--- src/rtl/rv32m_pkg.sv ---
// rtl/rv32m_pkg.sv - shared types and constants for the RV32M divide sequencer
package rv32m_pkg;

    typedef enum logic [1:0] {
        DIV  = 2'b00,
        DIVU = 2'b01,
        REM  = 2'b10,
        REMU = 2'b11
    } div_op_e;

    typedef enum logic [1:0] {
        IDLE = 2'b00,
        BUSY = 2'b01,
        DONE = 2'b10
    } div_state_e;

    localparam logic [31:0] DIV_OVF_DIVIDEND = 32'h8000_0000;
    localparam logic [31:0] DIV_ZERO_QUO     = '1;

endpackage

--- src/rtl/div_step.sv ---
// rtl/div_step.sv - one radix-2 restoring divide iteration (combinational)
//
// Ports:
//   rem       current partial remainder (always < divisor)
//   quo       quotient/dividend shift register; MSB is the next dividend bit
//   divisor   divisor magnitude
//   rem_next  partial remainder after the shift and trial subtraction
//   quo_next  quo shifted left with the new quotient bit in the LSB
module div_step #(
    parameter int XLEN = 32
) (
    input  logic [XLEN-1:0] rem,
    input  logic [XLEN-1:0] quo,
    input  logic [XLEN-1:0] divisor,
    output logic [XLEN-1:0] rem_next,
    output logic [XLEN-1:0] quo_next
);

    // One extra bit: the shifted remainder can reach 2*divisor-1, and the
    // top bit of the difference doubles as the trial-subtraction sign.
    logic [XLEN:0] shifted;
    logic [XLEN:0] diff;

    assign shifted  = {rem, quo[XLEN-1]};
    assign diff     = shifted - {1'b0, divisor};
    assign rem_next = diff[XLEN] ? shifted[XLEN-1:0] : diff[XLEN-1:0];
    assign quo_next = {quo[XLEN-2:0], ~diff[XLEN]};

endmodule

--- src/rtl/rv32m_div_seq.sv ---
// rtl/rv32m_div_seq.sv - iterative DIV/DIVU/REM/REMU sequencer with tagged result
//
// Ports:
//   clk, rst            core clock, synchronous active-low reset
//   flush               abandons any in-flight operation
//   in_valid/in_ready   operation handshake (op, rs1, rs2, rd_in)
//   out_valid/out_ready result handshake (result, rd_out)
//   busy                high whenever not IDLE; pipeline stall
module rv32m_div_seq
    import rv32m_pkg::*;
#(
    parameter int XLEN  = 32,
    parameter int TAG_W = 5
) (
    input  logic             clk,
    input  logic             rst,
    input  logic             flush,
    input  logic             in_valid,
    output logic             in_ready,
    input  logic [1:0]       op,
    input  logic [XLEN-1:0]  rs1,
    input  logic [XLEN-1:0]  rs2,
    input  logic [TAG_W-1:0] rd_in,
    output logic             out_valid,
    input  logic             out_ready,
    output logic [XLEN-1:0]  result,
    output logic [TAG_W-1:0] rd_out,
    output logic             busy
);

    localparam int CW = $clog2(XLEN);

    div_state_e       state_q, state_d;
    logic [CW-1:0]    count_q;
    logic [XLEN-1:0]  rem_q, quo_q, divisor_q;
    logic             is_rem_q, qneg_q, rneg_q;
    logic [TAG_W-1:0] tag_q;
    logic [XLEN-1:0]  result_q;
    logic [TAG_W-1:0] rd_out_q;

    // Operand decode for the accept cycle
    div_op_e          op_e;
    logic             is_signed, a_neg, b_neg;
    logic             div_zero, sgn_ovf, special;
    logic [XLEN-1:0]  a_mag, b_mag, special_res;
    logic             accept;

    assign op_e      = div_op_e'(op);
    assign is_signed = (op_e == DIV) || (op_e == REM);
    assign a_neg     = is_signed & rs1[XLEN-1];
    assign b_neg     = is_signed & rs2[XLEN-1];
    assign a_mag     = a_neg ? -rs1 : rs1;
    assign b_mag     = b_neg ? -rs2 : rs2;
    assign div_zero  = (rs2 == '0);
    assign sgn_ovf   = is_signed && (rs1 == DIV_OVF_DIVIDEND) && (rs2 == '1);
    assign special   = div_zero || sgn_ovf;

    always_comb begin
        special_res = '0;
        if (op[1]) begin
            special_res = div_zero ? rs1 : '0;
        end else begin
            special_res = div_zero ? DIV_ZERO_QUO : DIV_OVF_DIVIDEND;
        end
    end

    // Iteration datapath and final sign fixup on the last step's outputs
    logic [XLEN-1:0] rem_next, quo_next, fixed_res;

    div_step #(.XLEN(XLEN)) u_step (
        .rem      (rem_q),
        .quo      (quo_q),
        .divisor  (divisor_q),
        .rem_next (rem_next),
        .quo_next (quo_next)
    );

    assign fixed_res = is_rem_q ? (rneg_q ? -rem_next : rem_next)
                                : (qneg_q ? -quo_next : quo_next);

    always_comb begin
        state_d = state_q;
        accept  = 1'b0;
        case (state_q)
            IDLE: begin
                if (in_valid && !flush) begin
                    accept  = 1'b1;
                    state_d = special ? DONE : BUSY;
                end
            end
            BUSY: begin
                if (count_q == '0) state_d = DONE;
            end
            DONE: begin
                if (out_ready) state_d = IDLE;
            end
            default: state_d = IDLE;
        endcase
        if (flush) state_d = IDLE;
    end

    always_ff @(posedge clk) begin
        if (!rst) begin
            state_q   <= IDLE;
            count_q   <= '0;
            rem_q     <= '0;
            quo_q     <= '0;
            divisor_q <= '0;
            is_rem_q  <= 1'b0;
            qneg_q    <= 1'b0;
            rneg_q    <= 1'b0;
            tag_q     <= '0;
            result_q  <= '0;
            rd_out_q  <= '0;
        end else begin
            state_q <= state_d;
            if (accept) begin
                is_rem_q  <= op[1];
                qneg_q    <= a_neg ^ b_neg;
                rneg_q    <= a_neg;
                tag_q     <= rd_in;
                quo_q     <= a_mag;
                rem_q     <= '0;
                divisor_q <= b_mag;
                count_q   <= CW'(XLEN - 1);
                if (special) begin
                    result_q <= special_res;
                    rd_out_q <= rd_in;
                end
            end else if (state_q == BUSY && !flush) begin
                rem_q <= rem_next;
                quo_q <= quo_next;
                if (count_q == '0) begin
                    result_q <= fixed_res;
                    rd_out_q <= tag_q;
                end else begin
                    count_q <= count_q - 1'b1;
                end
            end
        end
    end

    assign in_ready  = (state_q == IDLE);
    assign out_valid = (state_q == DONE);
    assign busy      = (state_q != IDLE);
    assign result    = result_q;
    assign rd_out    = rd_out_q;

endmodule

--- config.mk ---
export PLATFORM = sky130hd
export DESIGN_NAME = rv32m_div_seq
export DESIGN_NICKNAME = d
export VERILOG_FILES = /design/src/rtl/rv32m_pkg.sv /design/src/rtl/div_step.sv /design/src/rtl/rv32m_div_seq.sv
export SDC_FILE = /design/constraint.sdc
export NUM_CORES = 1
export LEC_CHECK = 0
export CORE_MARGIN = 3
export CORE_UTILIZATION = 35
export CTS_CLUSTER_SIZE = 40
export DETAILED_ROUTE_END_ITERATION = 12
export MAX_ROUTING_LAYER = met4
export PLACE_DENSITY_LB_ADDON = 0.05
export SLEW_MARGIN = 30
export SYNTH_ARGS = -nofsm -noshare
export SYNTH_HDL_FRONTEND = slang
export SYNTH_SLANG_ARGS = --single-unit
--- constraint.sdc ---
create_clock -name clk -period 4.6 [get_ports clk]
set_input_delay 0.69 -clock clk [delete_from_list [all_inputs] [get_ports clk]]
set_output_delay 0.69 -clock clk [all_outputs]
set_load 0.1 [all_outputs]
==> results.py <==
metrics = {
    "detailed_routing": {
        "wl_met1_um": 23500,
        "route.met3.wl_um": 2970,
        "vias_per_cell": 5.88,
        "drt_iter0_drc": 969,
        "wl_met2_um": 22100,
        "wl_um": 49200,
        "wl_per_cell_um": 22.0,
        "top_layer_used": "met4",
        "dr.pass1.iters": 5,
        "drc": 0,
        "vias": 13100,
        "antenna_left": 0,
    },
    "setup_path": {
        "endpoint_kind": "flip-flop",
        "critPathArrivalTime_ns": 4.85,
        "cp.required_ns": 5.01,
        "worst_r2r_endpoint": "result[28]",
        "r2r_setup_slack_ns": 0.16,
        "reg2reg_from": "quo_q[31]",
        "cp_max_fo": 5,
        "start_kind": "flip-flop",
        "rr_worst_depth": 21,
        "critical_path_class": "reg -> reg",
    },
    "clock_tree": {
        "cts-root-buf": "clkbuf_16",
        "htreeDepth": 4,
        "cts_sinks": 148,
        "cts_buffers": 17,
        "clockBufferDepth": 2,
        "insertion_delay_ns": 0.46,
        "clkSlewWorstSetupHoldPaths_ns": 0.08,
        "cts_tree": "yes",
    },
    "place": {
        "dp_worst_setup_slack_ns": 0.0220,
        "hpwl_um": 38200,
        "io_buffers": 115,
        "gp_congestion": 0.913,
    },
    "yosys": {
        "synth_compound_area_frac": 0.303,
        "netlist_area_um2": 12000,
        "yosysWarnings": 0,
        "synthAdderAreaFrac": 0.0423,
        "synth_seq_area_share": 0.247,
        "synth-async-reset-ratio": 0,
        "synth_edf_count": 0,
        "synthXorXnorAreaFrac": 0.0883,
        "synth_cells": 1641,
        "ys_seq_elements": 148,
        "netlist-cell-type-count": 86,
        "synth-simple-area-share": 0.236,
        "synth_top_family_by_area": "compound AO/OA/AOI/OAI gates",
        "synthesis.nets": 1757,
        "synth_mux_area_frac": 0.0286,
        "synth_flop_cell": "dfxtp_1",
        "synth.avg_cell_area_um2": 7.31,
    },
    "floorplan": {
        "die_height_um": 191,
        "io_pins": 116,
        "dieArea_um2": 36600,
        "rows": 67,
        "initial_core_util": 0.356,
        "fp.coreArea_um2": 33700,
        "die_w_um": 191,
    },
    "global_route": {
        "antenna_found_initial": 1,
        "grt_pass1_vias": 12300,
        "grtUsageTotal": 0.273,
        "grt_pass1_wl_um": 75000,
        "grt_max_degree": 59,
        "overflow": 0,
    },
    "power": {
        "peakVddDrop_v": 0.000274,
        "power_w": 0.00435,
        "p_leak_nw": 5.49,
        "power.density_nw_per_um2": 294,
    },
    "outcome": {
        "status": "completed",
    },
    "finish": {
        "area_growth_pct": 23.5,
        "final_nets": 1890,
        "final_util": 0.440,
        "drive_gt1_frac": 0.109,
        "nFillCells": 3581,
        "antennaDiodeCount": 0,
    },
    "sta": {
        "clock.fmax_ghz": 0.225,
        "finalHoldViolCount": 0,
        "worstMarginPinSlew_ns": 0.998,
        "slew_violations": 0,
        "finalCriticalPeriod_ns": 4.44,
        "worst_clock_skew_ns": 0.0149,
        "hold_slack_ns": 0.434,
        "rsz0062_at_grt": "true",
        "final.setup.tns_ns": 0,
        "min_period_over_period": 0.966,
        "setup_ws_ns": 0.158,
        "max_slew_margin": 0.333,
        "setup_viol": 0,
    },
    "worst_hold_path": {
        "hold_class": "reg -> reg",
        "worstHoldStart": "result[14]",
        "min_path_cells": 2,
        "holdPathEnd": "result[14]",
    },
    "flow_run": {
        "drv_cap": 0,
    },
}
==> cells by family (layout without fill, tap and decap cells) <==
kind of cell / Yosys count / in the layout
buffers and inverters: 165 / 311
multiplexers: 32 / 32
AND/OR/NAND/NOR: 587 / 587
flip-flops: 148 / 148
AO/OA/AOI/OAI: 548 / 548
adder cells (fa/ha/maj): 40 / 40
XOR/XNOR: 121 / 121
==> area by class of cell <==
type                            instances  area (um2)  share of cell area
Multi-Input combinational cell       1328        8550               0.577
Sequential cell                       148        2960               0.200
Timing Repair Buffer                  217        1920               0.130
Tap cell                              448         561              0.0378
Clock buffer                           17         425              0.0287
Inverter                               62         233              0.0157
Clock inverter                         15         171              0.0116
==> state kept, by name, indices dropped and copies added, names as in the netlist <==
signal and flops:
qneg_q 1, rd_out 5, state_q 2, result 32, divisor_q 32, rneg_q 1, quo_q 32, count_q 5
is_rem_q 1, rem_q 32, tag_q 5
==> through the flow <==
stage,cells,cell area (um2)
4_1_cts,2228,14700
5_1_grt,2235,14800
3_5_place_dp,2196,14100
2_1_floorplan,1641,12100
6_report,2235,14800
3_3_place_gp,2196,14100
==> worst max-delay path by stage <==
stage	cells after the start	endpoint	startpoint
floorplan	25	result[28]	quo_q[31]
global placement	21	result[28]	quo_q[31]
detailed placement	21	result[26]	quo_q[31]
CTS	21	result[28]	quo_q[31]
global route	21	result[28]	quo_q[31]
finish	21	result[28]	quo_q[31]
==> layout by cell type (no fill, tap or decap), types with 16 or more instances in the layout <==
cell	count
o21ai_1	28
nor3_1	51
clkdlybuf4s50_1	113
or3_1	24
o31ai_1	29
xnor2_1	67
nand3_1	21
dfxtp_1	147
o21ai_0	86
xor2_1	54
a22oi_1	21
ha_1	33
a21oi_1	130
a31oi_1	21
a211oi_1	74
and3_1	16
and2_1	16
nor4_1	20
nand4_1	21
o211ai_1	20
nand2_1	145
clkbuf_16	17
o21a_1	17
nor2_1	189
mux2i_1	24
inv_1	57
buf_4	101
==> routing by layer <==
metal	global-route usage	vias to the layer above
met1	0.382	6369
met4	0.0531	0
li1	-	6336
met2	0.416	391
met3	0.0464	39
met5	-	-
==> cell usage after synthesis, types with 39 or more instances <==
cell,instances,area (um2)
dfxtp_1,148,2960
xnor2_1,67,587
nor2_1,193,724
nor3_1,51,255
ha_1,39,488
o21ai_0,87,435
nand2_1,145,544
a211oi_1,77,578
clkbuf_1,70,263
xor2_1,54,473
inv_1,59,221
a21oi_1,130,651
==> repair_timing <==
action                     CTS  global route
hold buffers                 0             0
gates cloned                 0             0
setup endpoints to repair    1            13
pin swaps                    0            16
gates resized for setup      1            22
buffers inserted             0             7
==> power by group <==
group / total (W) / internal (W) / switching, W
combinational: 0.00149 / 0.000571 / 0.000920
sequential: 0.00138 / 0.00133 / 0.0000536
clock: 0.00147 / 0.000814 / 0.000661
==> worst max-delay path, cell delays in order (launching register included) <==
cell and delay, ns:
dfxtp_2 0.34, inv_2 0.05, ha_4 0.16, inv_2 0.05, fa_2 0.23, a211oi_2 0.08
o211ai_1 0.26, nand4_1 0.25, a211oi_4 0.41, o21a_1 0.23, nor2_4 0.05, inv_2 0.09
ha_4 0.16, nand3_4 0.07, or2_4 0.27, or4_4 0.47, or2_4 0.29, o31ai_4 0.18
xor2_1 0.09, or4_1 0.50, o21ai_1 0.09, a21o_1 0.09
Note: power is estimated with default switching activity, not from simulation.
